<file path="config.mk">
export PLATFORM = sky130hd
export DESIGN_NAME = mips_muldiv_unit
export DESIGN_NICKNAME = d
export VERILOG_FILES = /design/src/rtl/mips_muldiv_pkg.sv /design/src/rtl/mips_muldiv_unit_step.sv /design/src/rtl/mips_muldiv_unit.sv
export SDC_FILE = /design/constraint.sdc
export NUM_CORES = 1
export LEC_CHECK = 0
export ABC_AREA = 0
export CAP_MARGIN = 10
export CELL_PAD_IN_SITES_DETAIL_PLACEMENT = 0
export CELL_PAD_IN_SITES_GLOBAL_PLACEMENT = 1
export CORE_MARGIN = 2
export CORE_UTILIZATION = 46
export CTS_BUF_LIST = sky130_fd_sc_hd__clkbuf_4 sky130_fd_sc_hd__clkbuf_8 sky130_fd_sc_hd__clkbuf_16
export CTS_CLUSTER_SIZE = 40
export DETAILED_ROUTE_END_ITERATION = 16
export PLACE_DENSITY = 0.89
export SLEW_MARGIN = 20
export SYNTH_ARGS = -nofsm -noshare
export SYNTH_HDL_FRONTEND = slang
export SYNTH_SLANG_ARGS = --single-unit
</file>
<file path="constraint.sdc">
create_clock -name clk -period 8.1 [get_ports clk]
set_clock_uncertainty 0.15 [all_clocks]
set_input_delay 0.81 -clock clk [delete_from_list [all_inputs] [get_ports clk]]
set_output_delay 0.81 -clock clk [all_outputs]
set_load 0.02 [all_outputs]
</file>
<file path="src/rtl/mips_muldiv_pkg.sv">
// rtl/mips_muldiv_pkg.sv - op encodings, FSM states and helpers for the mul/div unit
package mips_muldiv_pkg;

    localparam logic [3:0] OP_MULT  = 4'd0;
    localparam logic [3:0] OP_MULTU = 4'd1;
    localparam logic [3:0] OP_DIV   = 4'd2;
    localparam logic [3:0] OP_DIVU  = 4'd3;
    localparam logic [3:0] OP_MADD  = 4'd4;
    localparam logic [3:0] OP_MADDU = 4'd5;
    localparam logic [3:0] OP_MSUB  = 4'd6;
    localparam logic [3:0] OP_MSUBU = 4'd7;
    localparam logic [3:0] OP_MTHI  = 4'd8;
    localparam logic [3:0] OP_MTLO  = 4'd9;

    typedef enum logic [1:0] {
        S_IDLE  = 2'd0,
        S_CALC  = 2'd1,
        S_FIXUP = 2'd2
    } state_t;

    // Magnitude of a w-bit two's complement value held in the low bits of v.
    // The most negative value maps to its unsigned magnitude 2^(w-1).
    function automatic logic [63:0] abs_w(input logic [63:0] v, input int unsigned w);
        logic [63:0] mask;
        mask = (w >= 64) ? {64{1'b1}} : ((64'd1 << w) - 64'd1);
        if (((v >> (w - 1)) & 64'd1) != 64'd0)
            return (~v + 64'd1) & mask;
        return v & mask;
    endfunction

    // Ops that run through the multi-cycle datapath (MUL/DIV/MAC).
    function automatic logic op_is_muldiv(input logic [3:0] o);
        return o <= OP_MSUBU;
    endfunction

    function automatic logic op_is_div(input logic [3:0] o);
        return (o == OP_DIV) || (o == OP_DIVU);
    endfunction

    function automatic logic op_is_mac(input logic [3:0] o);
        return (o >= OP_MADD) && (o <= OP_MSUBU);
    endfunction

    function automatic logic op_is_sub(input logic [3:0] o);
        return (o == OP_MSUB) || (o == OP_MSUBU);
    endfunction

    function automatic logic op_signed(input logic [3:0] o);
        return (o == OP_MULT) || (o == OP_DIV) || (o == OP_MADD) || (o == OP_MSUB);
    endfunction

endpackage

</file>
<file path="src/rtl/mips_muldiv_unit_step.sv">
// rtl/mips_muldiv_unit_step.sv - one combinational shift-add / restoring-divide iteration
// Ports:
//   div_mode  in   0: multiply step, 1: divide step
//   part_in   in   partial product {acc, multiplier} or partial {remainder, quotient}
//   operand   in   multiplicand (mult) or divisor (div)
//   part_out  out  next partial value (divide: quotient bit position left 0)
//   q_bit     out  quotient bit produced by this divide step (0 in multiply mode)
module muldiv_step #(
    parameter int WIDTH = 32
) (
    input  logic                 div_mode,
    input  logic [2*WIDTH-1:0]   part_in,
    input  logic [WIDTH-1:0]     operand,
    output logic [2*WIDTH-1:0]   part_out,
    output logic                 q_bit
);

    logic [WIDTH:0] sum;
    logic [WIDTH:0] trial;
    logic [WIDTH:0] diff;

    always_comb begin
        part_out = part_in;
        q_bit    = 1'b0;
        sum      = '0;
        trial    = '0;
        diff     = '0;
        if (!div_mode) begin
            // Add multiplicand into the upper half when the current multiplier
            // LSB is set, then shift the whole product right (carry enters top).
            sum      = {1'b0, part_in[2*WIDTH-1:WIDTH]} + (part_in[0] ? {1'b0, operand} : '0);
            part_out = {sum, part_in[WIDTH-1:1]};
        end else begin
            // Upper half after a left shift of {rem, quo}; needs one extra bit.
            trial    = part_in[2*WIDTH-1:WIDTH-1];
            diff     = trial - {1'b0, operand};
            q_bit    = ~diff[WIDTH];
            part_out = {(q_bit ? diff[WIDTH-1:0] : trial[WIDTH-1:0]), part_in[WIDTH-2:0], 1'b0};
        end
    end

endmodule

</file>
<file path="src/rtl/mips_muldiv_unit.sv">
// rtl/mips_muldiv_unit.sv - multi-cycle multiply/divide/MAC unit owning HI/LO
// Ports:
//   clk, reset      clock, asynchronous active-low reset
//   start, op       op request (accepted when start && ready && !flush), opcode
//   rs_val, rt_val  operand A / operand B
//   flush           abort in-flight op; also blocks an accept in the same cycle
//   ready, busy     idle / op in flight
//   done            one-cycle pulse after HI/LO written by a multi-cycle op
//   hi, lo          architectural HI/LO registers
module mips_muldiv_unit
    import mips_muldiv_pkg::*;
#(
    parameter int WIDTH      = 32,
    parameter bit ENABLE_MAC = 1'b1
) (
    input  logic             clk,
    input  logic             reset,
    input  logic             start,
    input  logic [3:0]       op,
    input  logic [WIDTH-1:0] rs_val,
    input  logic [WIDTH-1:0] rt_val,
    input  logic             flush,
    output logic             ready,
    output logic             busy,
    output logic             done,
    output logic [WIDTH-1:0] hi,
    output logic [WIDTH-1:0] lo
);

    localparam int CW = $clog2(WIDTH) + 1;

    state_t             state, state_nx;
    logic [CW-1:0]      cnt;
    logic [2*WIDTH-1:0] part, part_nx;
    logic               q_bit;
    logic [WIDTH-1:0]   operand;
    logic [WIDTH-1:0]   dividend_raw;
    logic [3:0]         op_q;
    logic               neg_q, neg_r, div_zero;

    logic               op_ok, accept_op, accept_mt;
    logic               sign_a, sign_b;
    logic [WIDTH-1:0]   abs_a, abs_b;
    logic [2*WIDTH-1:0] prod_s, mac_sum;
    logic [WIDTH-1:0]   hi_fix, lo_fix;

    assign op_ok     = op_is_muldiv(op) && (ENABLE_MAC || !op_is_mac(op));
    assign accept_op = start && ready && !flush && op_ok;
    assign accept_mt = start && ready && !flush && ((op == OP_MTHI) || (op == OP_MTLO));

    assign sign_a = op_signed(op) && rs_val[WIDTH-1];
    assign sign_b = op_signed(op) && rt_val[WIDTH-1];
    assign abs_a  = op_signed(op) ? WIDTH'(abs_w(64'(rs_val), WIDTH)) : rs_val;
    assign abs_b  = op_signed(op) ? WIDTH'(abs_w(64'(rt_val), WIDTH)) : rt_val;

    muldiv_step #(.WIDTH(WIDTH)) u_step (
        .div_mode (op_is_div(op_q)),
        .part_in  (part),
        .operand  (operand),
        .part_out (part_nx),
        .q_bit    (q_bit)
    );

    always_ff @(posedge clk or negedge reset) begin
        if (!reset) state <= S_IDLE;
        else        state <= state_nx;
    end

    always_comb begin
        state_nx = state;
        case (state)
            S_IDLE:  if (accept_op) state_nx = S_CALC;
            S_CALC:  if (flush) state_nx = S_IDLE;
                     else if (cnt == CW'(1)) state_nx = S_FIXUP;
            S_FIXUP: state_nx = S_IDLE;
            default: state_nx = S_IDLE;
        endcase
    end

    always_comb begin
        ready = (state == S_IDLE);
        busy  = (state != S_IDLE);
    end

    // Sign correction and accumulate, evaluated on the FIXUP cycle. The signed
    // overflow divide (-2^(W-1) / -1) needs no special case: the magnitude
    // quotient 2^(W-1) is left un-negated and reads back as -2^(W-1), rem 0.
    always_comb begin
        prod_s  = neg_q ? -part : part;
        mac_sum = '0;
        hi_fix  = hi;
        lo_fix  = lo;
        if (op_is_div(op_q)) begin
            if (div_zero) begin
                lo_fix = '1;
                hi_fix = dividend_raw;
            end else begin
                lo_fix = neg_q ? -part[WIDTH-1:0] : part[WIDTH-1:0];
                hi_fix = neg_r ? -part[2*WIDTH-1:WIDTH] : part[2*WIDTH-1:WIDTH];
            end
        end else if (op_is_mac(op_q)) begin
            mac_sum = op_is_sub(op_q) ? ({hi, lo} - prod_s) : ({hi, lo} + prod_s);
            hi_fix  = mac_sum[2*WIDTH-1:WIDTH];
            lo_fix  = mac_sum[WIDTH-1:0];
        end else begin
            hi_fix = prod_s[2*WIDTH-1:WIDTH];
            lo_fix = prod_s[WIDTH-1:0];
        end
    end

    always_ff @(posedge clk or negedge reset) begin
        if (!reset) begin
            hi           <= '0;
            lo           <= '0;
            done         <= 1'b0;
            cnt          <= '0;
            part         <= '0;
            operand      <= '0;
            dividend_raw <= '0;
            op_q         <= OP_MULT;
            neg_q        <= 1'b0;
            neg_r        <= 1'b0;
            div_zero     <= 1'b0;
        end else begin
            done <= 1'b0;
            if (accept_mt) begin
                if (op == OP_MTHI) hi <= rs_val;
                else               lo <= rs_val;
            end
            if (accept_op) begin
                op_q         <= op;
                cnt          <= CW'(WIDTH);
                dividend_raw <= rs_val;
                div_zero     <= (rt_val == '0);
                neg_q        <= sign_a ^ sign_b;
                neg_r        <= sign_a && op_is_div(op);
                // Divide runs {rem, quo} with dividend in the low half;
                // multiply runs {acc, multiplier} with the multiplier low.
                if (op_is_div(op)) begin
                    part    <= {{WIDTH{1'b0}}, abs_a};
                    operand <= abs_b;
                end else begin
                    part    <= {{WIDTH{1'b0}}, abs_b};
                    operand <= abs_a;
                end
            end
            if ((state == S_CALC) && !flush) begin
                part <= {part_nx[2*WIDTH-1:1], part_nx[0] | q_bit};
                cnt  <= cnt - CW'(1);
            end
            if ((state == S_FIXUP) && !flush) begin
                hi   <= hi_fix;
                lo   <= lo_fix;
                done <= 1'b1;
            end
        end
    end

endmodule

</file>
Yosys cells after proc, flatten, opt, wreduce, memory -nomap -nowiden
Index checks and enable logic that the tools add are counted.
{"block": "classes", "addsub": 10, "reduce_logical": 28, "n_mul": 0, "order_cmp": 3, "bitwise_logic": 5, "n_eq_ne": 16, "div_mod_pow": 0, "shifts": 0, "n_mux": 39}
{"op": "$mux 32", "n": 24}
{"op": "$mux 64", "n": 5}
{"op": "$add 32x1->32 const B", "n": 2}
{"op": "$add 64x64->64", "n": 1}
{"op": "$neg 32->32", "n": 2}
{"op": "$neg 64->64", "n": 1}
{"op": "$not 32->32", "n": 2}
{"op": "$sub 64x64->64", "n": 1}
{"op": "$add 32x33->33", "n": 1}
{"op": "$sub 33x32->33", "n": 1}
{"op": "$logic_not 32->1", "n": 1}
{"op": "$eq 4x2->1 const B", "n": 4}
{"op": "$eq 4x3->1 const B", "n": 4}
{"op": "$mux 6", "n": 2}
{"op": "$logic_and 1x1->1", "n": 10}
{"op": "$eq 4x4->1 const B", "n": 2}
{"op": "$le 4x3->1 const B", "n": 2}
{"op": "$reduce_bool 2->1", "n": 4}
{"op": "$logic_or 1x1->1", "n": 7}
{"op": "$eq 6x1->1 const B", "n": 1}
{"op": "$mux 2", "n": 3}
{"op": "$reduce_and 2->1", "n": 3}
{"op": "$sub 6x1->6 const B", "n": 1}
{"op": "$ge 4x3->1 const B", "n": 1}
{"op": "12 further kinds", "n": 16}
{"block": "word_totals", "output_inout_bits": 67, "wordCells": 113, "latchBits": 0, "ff_bits": 208, "n_memories": 0, "romBits": 0, "ram_bits": 0, "inputBits": 72}

Longest topological paths before layout
Gate-level depths: netlist of run 1.
{"block": "depth", "word_depth": 8, "mapped_depth": 29, "mapped_depth_nobuf": 26}

By module
Synthesis of run 1 repeated with hierarchy kept, for this count alone.
{"block": "unflattened", "hier_cells": 3118, "area_unflattened_um2": 23397.4}
{"module": "mips_muldiv_unit", "instances": 1, "cells_per_inst": 2501, "area_each_um2": 19007.0, "seq_area_each_um2": 5180.0}
{"module": "muldiv_step", "instances": 1, "cells_per_inst": 617, "area_each_um2": 4390.5, "seq_area_each_um2": 0.0}

Worst setup path before layout of run 1
No wires, ideal clock.
{"block": "synth_path", "path_kind": "register -> register", "start": "register part[0]", "end": "register hi[28]", "path_slack_ps": 960, "arrival_time_ps": 6860, "n_path_buf": 3, "required_ps": 7819, "period_less_slack_ps": 7140, "setup_time_ps": 131, "path_stages_with_launch": 27, "path_cell_list": "dfrtp_1 > clkbuf_1 > clkinv_1 > clkbuf_1 > ha_1 > or4b_4 > or3_4 > or3_1 > a211oi_1 > o21ai_2 > or4_1 > or3_1 > buf_6 > nand2_1 > xnor2_1 > ha_1 > a21o_1 > a21o_1 > a21o_1 > a21oi_1 > o21ai_0 > a2111oi_0 > o221ai_1 > a221o_1 > o21ai_0 > xor2_1 > o32ai_1"}
{"block": "synth_via", "elab_chain_len": 7, "elab_cells_between_ends": 8, "classes_between": "add/sub (3); mux (5)"}
{"element": "start: declaration", "line_no": "mips_muldiv_unit.sv:34", "source": "logic [2*WIDTH-1:0] part, part_nx;"}
{"element": "start signal: assignment", "line_no": "mips_muldiv_unit.sv:140", "source": "part <= {{WIDTH{1'b0}}, abs_a};"}
{"element": "start signal: assignment", "line_no": "mips_muldiv_unit.sv:143", "source": "part <= {{WIDTH{1'b0}}, abs_b};"}
{"element": "start signal: assignment", "line_no": "mips_muldiv_unit.sv:148", "source": "part <= {part_nx[2*WIDTH-1:1], part_nx[0] | q_bit};"}
{"element": "$neg 64->64", "line_no": "mips_muldiv_unit.sv:89", "source": "prod_s = neg_q ? -part : part;"}
{"element": "$mux 64 (*)", "line_no": "mips_muldiv_unit.sv:89"}
{"element": "$add 64x64->64 or $sub 64x64->64 (tied branches)", "line_no": "mips_muldiv_unit.sv:102", "source": "mac_sum = op_is_sub(op_q) ? ({hi, lo} - prod_s) : ({hi, lo} + prod_s);"}
{"element": "$mux 64", "line_no": "mips_muldiv_unit.sv:102"}
{"element": "$mux 32 (*)", "line_no": "mips_muldiv_unit.sv:101", "source": "end else if (op_is_mac(op_q)) begin"}
{"element": "$mux 32 (*)", "line_no": "mips_muldiv_unit.sv:93", "source": "if (op_is_div(op_q)) begin"}
{"element": "$mux 32 (*)", "line_no": "mips_muldiv_unit.sv:151", "source": "if ((state == S_FIXUP) && !flush) begin"}
{"element": "end signal: assignment", "line_no": "mips_muldiv_unit.sv:127", "source": "if (op == OP_MTHI) hi <= rs_val;"}
{"element": "end signal: assignment", "line_no": "mips_muldiv_unit.sv:152", "source": "hi <= hi_fix;"}
{"element": "end: declaration", "line_no": "mips_muldiv_unit.sv:26", "source": "output logic [WIDTH-1:0] hi,"}
Every way passes the cells marked *; elsewhere a longest branch is shown, timed or not.
A chain may end at the register's enable or synchronous reset.

Worst setup path in the final report of run 1
{"block": "layout_path", "start": "register part[32]", "end": "register hi[29]"}
{"block": "layout_via", "elab_chain_len": 7, "elab_cells_between_ends": 11, "classes_between": "add/sub (4); mux (7)"}
{"element": "$neg 64->64", "line_no": "mips_muldiv_unit.sv:89"}
{"element": "$mux 64", "line_no": "mips_muldiv_unit.sv:89"}
{"element": "$add 64x64->64 or $sub 64x64->64 (tied branches)", "line_no": "mips_muldiv_unit.sv:102"}
{"element": "$mux 64", "line_no": "mips_muldiv_unit.sv:102"}
{"element": "$mux 32", "line_no": "mips_muldiv_unit.sv:101"}
{"element": "$mux 32 (*)", "line_no": "mips_muldiv_unit.sv:93"}
{"element": "$mux 32 (*)", "line_no": "mips_muldiv_unit.sv:151"}
Marks and branches as above.

==> results of run 1 <==
==> kinds of logic after synthesis <==
family / after synthesis
AO/OA/AOI/OAI: 986
XOR/XNOR: 328
adder cells (fa/ha/maj): 137
buffers and inverters: 317
flip-flops: 207
multiplexers: 40
AND/OR/NAND/NOR: 1011
==> synth_stat cells, types with 89 or more instances <==
| library cell | n |
|---|---|
| sky130_fd_sc_hd__a211oi_1 | 89 |
| sky130_fd_sc_hd__a21oi_1 | 249 |
| sky130_fd_sc_hd__clkbuf_1 | 186 |
| sky130_fd_sc_hd__dfrtp_1 | 207 |
| sky130_fd_sc_hd__ha_1 | 134 |
| sky130_fd_sc_hd__inv_1 | 95 |
| sky130_fd_sc_hd__nand2_1 | 429 |
| sky130_fd_sc_hd__nor2_1 | 244 |
| sky130_fd_sc_hd__o21ai_0 | 198 |
| sky130_fd_sc_hd__xnor2_1 | 175 |
| sky130_fd_sc_hd__xor2_1 | 153 |
==> per-stage QoR <==
| stage | total power, uW | hold slack (ps) | area, sq um |
|---|---|---|---|
| 2_1_floorplan | 6970 | 290 | 22700 |
| 3_3_place_gp | 8880 | 309 | 24400 |
| 3_5_place_dp | 8940 | 314 | 24400 |
| 4_1_cts | 10400 | 109 | 25400 |
| 5_1_grt | 11300 | 113 | 25400 |
| 6_report | 10600 | 73.8 | 25400 |
==> cell type report <==
class | instances | area, sq um | area share [%]
Tap cell | 664 | 831 | 3.27
Clock inverter | 15 | 228 | 0.897
Multi-Input combinational cell | 2502 | 16300 | 64.0
Inverter | 97 | 364 | 1.43
Clock buffer | 35 | 766 | 3.01
Timing Repair Buffer | 188 | 1760 | 6.94
Sequential cell | 207 | 5180 | 20.4
==> worst min path at each step <==
stage                     depth (start not counted)          endpoint
after floorplan                                   2   dividend_raw[9]
after global placement                            2  dividend_raw[14]
after detailed placement                          2  dividend_raw[18]
after CTS                                         1        operand[5]
after global routing                              1        operand[5]
final                                             1        operand[5]
==> worst reg2reg max path, delay by kind of cell (launching register included) <==
kind	cells	cell delay (ps)
fa+ha+maj	2	450
buf+inv	2	260
mux	1	220
xor+xnor	2	480
flops	1	540
simple gates	6	2580
compound gates	11	2590
==> metal layers <==
metal  track usage [%]  part of all wire, %  wire length (um)  up-vias
met5                 0                    0                 0        -
met4              16.4                  5.3              4690        0
met3              7.33                   11              9600      174
met2              48.4                   40             35700     1281
met1              49.9                   44             39400    11241
li1                  -                    -                 -    10974
==> power breakdown <==
group          internal, uW  leakage (uW)  switching (uW)
Sequential             1360       0.00258             641
Clock                   829      0.000477             540
Combinational          2810       0.00762            4380
==> flip-flops by register name (all words and copies together) (netlist names) <==
signal,cells
cnt,6
div_zero,1
dividend_raw,32
done,1
hi,32
lo,32
neg_q,1
neg_r,1
op_q,3
operand,32
part,64
state,2
==> metrics.log, run 1 <==
[metrics] result of the run: completed
[metrics] setup TNS: 0 ps
[metrics] net count of the finished layout: 3233
[metrics] Setup crit start: part[32]
[metrics] post-synthesis share of cell area spent on xor and xnor gates: 12.7%
[metrics] CTS sink cnt: 207
[metrics] leading cell type in the layout, fill and taps excluded: sky130_fd_sc_hd__nand2_1
[metrics] clock tree from TritonCTS: built
[metrics] most frequent cells in the layout: sky130_fd_sc_hd__nand2_1 (427), sky130_fd_sc_hd__a21oi_1 (248), sky130_fd_sc_hd__nor2_1 (240)
[metrics] post-cts gate resize count: 0
[metrics] share of cells above drive strength 1: 5.72%
[metrics] sort of element at the end of the critical path: flop
[metrics] Initial Util: 46.5%
[metrics] maximum number of buffers from clock root to sink: 3
[metrics] fraction of the mapped netlist area in simple logic gates: 21.0%
[metrics] main combinational cell family by area after synthesis: compound AO/OA/AOI/OAI gates
[metrics] clock network latency to the later pin of the worst-skew pair: 590 ps
[metrics] FF-to-FF path depth: 24
[metrics] FFs w/ async S/R, synth: 100%
[metrics] count of input and output buffers: 138
[metrics] number of H-tree branching levels: 1
[metrics] WS Path Type: reg -> reg
[metrics] die height: 226 um
[metrics] slowest stage cell, crit path: sky130_fd_sc_hd__o41ai_1
[metrics] CTS clk-pin slew, worst paths: 60 ps
[metrics] worst setup timing slack at the placement stage: 848 ps
[metrics] share of the core filled with cells in the final layout: 52.1%
[metrics] Post-synth top flop: sky130_fd_sc_hd__dfrtp_1
[metrics] per-cell routed wire length: 24.1 um
[metrics] WP depth: 24
[metrics] Achievable Freq: 135 MHz
[metrics] power density over the cells: 416 nW/um^2
[metrics] Synth Instances: 3026
[metrics] adder and majority gate portion of the synthesized area: 7.67%
[metrics] type of the worst min-delay path: in -> async
[metrics] Final Cycle Share: 91.3%
[metrics] final std cells w/o fill: 3708
[metrics] number of max-cap violations: 0
[metrics] Finish-stage setup viols: 0
[metrics] number of enable flip-flop cells after synthesis: 0
[metrics] proportion of netlist area held by the largest area contributor: 22.9%
[metrics] largest cells by area after synthesis: sky130_fd_sc_hd__dfrtp_1 (23%), sky130_fd_sc_hd__ha_1 (7.4%), sky130_fd_sc_hd__nand2_1 (7.1%), sky130_fd_sc_hd__xnor2_1 (6.8%), sky130_fd_sc_hd__xor2_1 (5.9%)
[metrics] DIE AREA: 51000 sq um
[metrics] kind of start point of the critical path: flop
[metrics] initial antenna violation count: 0
[metrics] register area share after synthesis: 22.9%
[metrics] data arrival at the endpoint of the critical path: 7720 ps
[metrics] growth of design area from synthesis to finish: 12.1%
[metrics] total core area: 48700 sq um
[metrics] half-perimeter wire length after detailed placement: 66400 um
[metrics] count of yosys warnings during synthesis: 0
[metrics] chain of cells forming the critical path: inv_1, ha_1, or3b_2, or4_1, o41ai_1, xnor2_1, nor4_2, and3b_1, nand4_1, nor3_1, inv_1, o21ai_0, xor2_1, ha_1, a21oi_1, o21ai_0, a21o_1, a21oi_1, o21bai_1, a21o_1, a21oi_1, mux2i_1, o21ai_0, o32ai_1
[metrics] syn avg cell area: 7.49 sq um
[metrics] aggregate global-route resource usage: 34.5%
[metrics] number of remaining DRC errors: 0
[metrics] unique cell type count in the Yosys netlist: 88
[metrics] number of buffers and inverters on the critical path: 2
[metrics] FF-to-FF Start: part[32]
[metrics] first-iteration detailed-routing DRC count: 2574
[metrics] critical path peak fanout: 10
[metrics] cell area after synthesis: 22700 sq um
[metrics] count of hold buffers inserted by post-cts repair: 0
[metrics] sum of overflow across all layers after global routing: 0
[metrics] global-route wire length before repair: 135000 um
[metrics] proportion of synthesized area in mux cells: 1.79%
[metrics] end of the critical path: hi[29]
[metrics] cts bufs inserted: 28
[metrics] share of the synthesized area in compound gates (AO/OA/AOI/OAI): 28.5%
[metrics] RR Endpoint: hi[29]
[metrics] overall routed net length: 89400 um
[metrics] slew margin rel.: 15.8%
[metrics] minimum setup slack in the final design: 703 ps
[metrics] Yosys top cell by area: sky130_fd_sc_hd__dfrtp_1
[metrics] final hold violations: 0
[metrics] Placement Rows: 81
[metrics] IO Count: 139
[metrics] reg-to-reg slack, setup: 700 ps
[metrics] kind of cell adding the most delay to the critical path: compound AO/OA/AOI/OAI gates
[metrics] required time reported for the critical path endpoint: 8420 ps
[metrics] weighted congestion reported at the end of routability-driven placement: 0.956
[metrics] delay of the slowest cell on the worst path: 730 ps
[metrics] final count of pins violating max slew: 0
[metrics] register bit count reported by yosys: 207
[metrics] Worst Max-Slew Pin Slew: 1260 ps
[metrics] total via count after detailed routing: 23670
[metrics] largest net degree at the start of global routing: 81
[metrics] Root Buffer Master: sky130_fd_sc_hd__clkbuf_16
[metrics] number of routed nets with antenna violations: 0
[metrics] number of nets produced by synthesis: 3235
[metrics] number of vias per cell after detailed routing: 6.38
[metrics] floorplan die width: 226 um
[metrics] final-layout fill cell count: 4652
[metrics] vias in the first global route: 22069
[metrics] Ant. Diodes: 0
[metrics] number of detailed-routing iterations run before antenna repair: 6
[metrics] Setup Fix Bufs, Post-CTS: 0
[metrics] minimum period implied by the final worst setup slack: 7400 ps
[metrics] cell count after placement: 3658
[metrics] setup repair after global routing missed its margin: false
[metrics] VDD IR-drop max: 0.244 mV
[metrics] leakage: 0.0107 uW
Note: power is estimated with default switching activity, not from simulation.
==> inputs of run 2 (changes only) <==
Settings changed: CORE_UTILIZATION 46 to 49, PLACE_DENSITY 0.89 to 0.93.
Clock period 8.1 ns to 8.6 ns, I/O delays scaled along.
==> run 2 against run 1 <==
Against the previous run:
- combinational power is 6.5% lower
- sequential share of layout area is 0.12 points higher
- global-route usage is 1.7 points higher
- critical endpoint is now hi[31]
- via count is 0.72% higher
- critical path depth is 2 lower
- design area is 0.57% lower
- worst setup slack better by 440 ps
- die area is 6.0% lower
- utilization is 3.4 points higher
- critical path type unchanged
==> metrics.log, run 2 (synthesis results as in run 1) <==
[metrics] reg-to-reg slack, setup: 1140 ps (was 700 ps)
[metrics] cts bufs inserted: 27 (was 28)
[metrics] half-perimeter wire length after detailed placement: 65400 um (was 66400 um)
[metrics] first-iteration detailed-routing DRC count: 2921 (was 2574)
[metrics] net count of the finished layout: 3227 (was 3233)
[metrics] number of remaining DRC errors: 0 (unchanged)
[metrics] data arrival at the endpoint of the critical path: 7790 ps (was 7720 ps)
[metrics] delay of the slowest cell on the worst path: 610 ps (was 730 ps)
[metrics] Placement Rows: 78 (was 81)
[metrics] final-layout fill cell count: 4384 (was 4652)
[metrics] critical path peak fanout: 12 (was 10)
[metrics] vias in the first global route: 21822 (was 22069)
[metrics] total via count after detailed routing: 23840 (was 23670)
[metrics] area taken by multi-input logic gates: 16300 sq um (about the same)
[metrics] sort of element at the end of the critical path: flop (unchanged)
[metrics] Finish-stage setup viols: 0 (unchanged)
[metrics] CTS clk-pin slew, worst paths: 60 ps (about the same)
[metrics] FF-to-FF path depth: 22 (was 24)
[metrics] kind of cell adding the most delay to the critical path: compound AO/OA/AOI/OAI gates (unchanged)
[metrics] met3 routed wirelength: 10400 um (was 9600 um)
[metrics] power density over the cells: 391 nW/um^2 (was 416 nW/um^2)
[metrics] floorplan die width: 219 um (was 226 um)
[metrics] WS Path Type: reg -> reg (unchanged)
[metrics] number of buffers and inverters on the critical path: 1 (was 2)
[metrics] sum of overflow across all layers after global routing: 0 (unchanged)
[metrics] cell-internal power: 4670 uW (was 5000 uW)
[metrics] setup TNS: 0 ps (unchanged)
[metrics] clock network latency to the later pin of the worst-skew pair: 570 ps (was 590 ps)
[metrics] Initial Util: 49.8% (was 46.5%)
[metrics] Worst Max-Slew Pin Slew: 1120 ps (was 1260 ps)
[metrics] clock tree from TritonCTS: built (unchanged)
[metrics] number of detailed-routing iterations run before antenna repair: 6 (unchanged)
[metrics] VDD IR-drop max: 0.201 mV (was 0.244 mV)
[metrics] switching share of power: 52.7% (about the same)
[metrics] count of input and output buffers: 138 (unchanged)
[metrics] Sequential Power Share: 19.1% (was 18.9%)
[metrics] leading cell type in the layout, fill and taps excluded: sky130_fd_sc_hd__nand2_1 (unchanged)
[metrics] kind of start point of the critical path: flop (unchanged)
[metrics] slew margin rel.: 25.5% (was 15.8%)
[metrics] met2 wirelength from detailed routing: 35100 um (was 35700 um)
[metrics] number of routed nets with antenna violations: 0 (unchanged)
[metrics] IO Count: 139 (unchanged)
[metrics] slowest stage cell, crit path: sky130_fd_sc_hd__or4_1 (was sky130_fd_sc_hd__o41ai_1)
[metrics] flip-flop count of the largest register, all copies and words added: 64 (unchanged)
[metrics] number of vias per cell after detailed routing: 6.55 (was 6.38)
[metrics] share of cells above drive strength 1: 5.53% (was 5.72%)
[metrics] total core area: 45500 sq um (was 48700 sq um)
[metrics] initial antenna violation count: 0 (unchanged)
[metrics] aggregate global-route resource usage: 36.3% (was 34.5%)
[metrics] CTS sink cnt: 207 (unchanged)
[metrics] Top Layer Used: met4 (unchanged)
[metrics] most frequent cells in the layout: sky130_fd_sc_hd__nand2_1 (427), sky130_fd_sc_hd__a21oi_1 (248), sky130_fd_sc_hd__nor2_1 (241) (was sky130_fd_sc_hd__nand2_1 (427), sky130_fd_sc_hd__a21oi_1 (248), sky130_fd_sc_hd__nor2_1 (240))
[metrics] setup repair after global routing missed its margin: false (unchanged)
[metrics] clock network fraction of design power: 12.8% (was 13.0%)
[metrics] Achievable Freq: 134 MHz (was 135 MHz)
[metrics] power share of the combinational group: 68.2% (was 68.1%)
[metrics] die height: 219 um (was 226 um)
[metrics] number of max-cap violations: 0 (unchanged)
[metrics] per-cell routed wire length: 24.3 um (was 24.1 um)
[metrics] required time reported for the critical path endpoint: 8940 ps (was 8420 ps)
[metrics] result of the run: completed (unchanged)
[metrics] weighted congestion reported at the end of routability-driven placement: 0.991 (was 0.956)
[metrics] largest net degree at the start of global routing: 84 (was 81)
[metrics] chain of cells forming the critical path: inv_1, ha_1, nor4b_4, nand3_1, or4_1, a211oi_1, a31oi_1, or4_1, or3_1, o21ai_0, xnor2_1, ha_1, a21o_1, a211oi_1, o211ai_1, o31ai_1, o41ai_1, o22ai_1, o21ai_0, a311oi_1, xnor2_1, a221oi_2 (was inv_1, ha_1, or3b_2, or4_1, o41ai_1, xnor2_1, nor4_2, and3b_1, nand4_1, nor3_1, inv_1, o21ai_0, xor2_1, ha_1, a21oi_1, o21ai_0, a21o_1, a21oi_1, o21bai_1, a21o_1, a21oi_1, mux2i_1, o21ai_0, o32ai_1)
[metrics] Root Buffer Master: sky130_fd_sc_hd__clkbuf_16 (unchanged)
[metrics] RR Endpoint: hi[31] (was hi[29])
[metrics] total area of sequential cells: 5180 sq um (unchanged)
[metrics] FF-to-FF Start: part[1] (was part[32])
[metrics] overall routed net length: 88300 um (was 89400 um)
[metrics] type of the worst min-delay path: in -> async (unchanged)
[metrics] final hold violations: 0 (unchanged)
[metrics] DIE AREA: 48000 sq um (was 51000 sq um)
[metrics] Tot Pwr: 9880 uW (was 10600 uW)
[metrics] number of H-tree branching levels: 1 (unchanged)
[metrics] Setup Fix Bufs, Post-CTS: 0 (unchanged)
[metrics] post-cts gate resize count: 0 (unchanged)
[metrics] routed length on met1: 38300 um (was 39400 um)
[metrics] Switching Power: 5210 uW (was 5570 uW)
[metrics] maximum number of buffers from clock root to sink: 3 (unchanged)
[metrics] count of hold buffers inserted by post-cts repair: 0 (unchanged)
[metrics] minimum period implied by the final worst setup slack: 7460 ps (was 7400 ps)
[metrics] growth of design area from synthesis to finish: 11.5% (was 12.1%)
[metrics] Final Cycle Share: 86.7% (was 91.3%)
[metrics] leakage: 0.0107 uW (about the same)
[metrics] global-route wire length before repair: 134000 um (was 135000 um)
[metrics] Biggest register: part (unchanged)
[metrics] final count of pins violating max slew: 0 (unchanged)
run 2: cell types whose count changed in the layout (fill, tap and decap cells not counted), moves of 2 or more:
cell | before | now
sky130_fd_sc_hd__clkbuf_8 | 2 | 5
sky130_fd_sc_hd__buf_4 | 50 | 45
sky130_fd_sc_hd__clkinv_4 | 1 | 3
sky130_fd_sc_hd__clkinvlp_4 | 5 | 2
sky130_fd_sc_hd__inv_6 | 0 | 2
sky130_fd_sc_hd__clkbuf_4 | 5 | 3
run 2: stage by stage:
step	cells	util (%)	hold WS [ps]	area (sq um)	setup WS, ps
floorplan	3026	-	290	22700	1460
global placement	3588	53.4	309	24300	1390
detailed placement	3588	53.4	313	24300	1220
CTS	3637	55.5	197	25200	1240
global route	3638	55.5	223	25300	518
finish	3639	55.5	152	25300	1140
run 2: worst max path at each step:
stage,from,end,cells after the start
final,part[1],hi[31],22
after global routing,part[1],hi[31],22
after CTS,part[1],hi[31],22
after detailed placement,part[1],hi[31],22
after global placement,part[0],hi[31],22
after floorplan,part[0],hi[28],26
run 2: power groups by stage:
stage | Combinational (uW) | Sequential (uW) | Clock, uW
global placement | 6460 | 1850 | 0
finish | 6730 | 1890 | 1260
detailed placement | 6520 | 1870 | 0
CTS | 6570 | 1850 | 1260
floorplan | 4940 | 1630 | 0
global route | 7350 | 1930 | 1300
run 2: final cells by class:
type	count	share of cell area (%)
Multi-Input combinational cell	2502	64.4
Sequential cell	207	20.5
Timing Repair Buffer	183	6.83
Clock buffer	35	3.04
Tap cell	600	2.97
Inverter	97	1.44
Clock inverter	14	0.768
Antenna cell	1	0.00991
run 2: metal layers:
metal,GRT usage [%],vias to the layer above
met2,50.3,1396
met1,53.1,11291
li1,-,10953
met4,15.8,0
met5,0,-
met3,8.21,200
run 2: worst reg2reg max path, delay by kind of cell, from the launching register on:
| kind | cells | cell delay, ps |
|---|---|---|
| AND/OR/NAND/NOR | 5 | 2670 |
| adder cells (fa/ha/maj) | 2 | 650 |
| buffers and inverters | 1 | 140 |
| XOR/XNOR | 2 | 220 |
| flip-flops | 1 | 490 |
| AO/OA/AOI/OAI | 12 | 3050 |
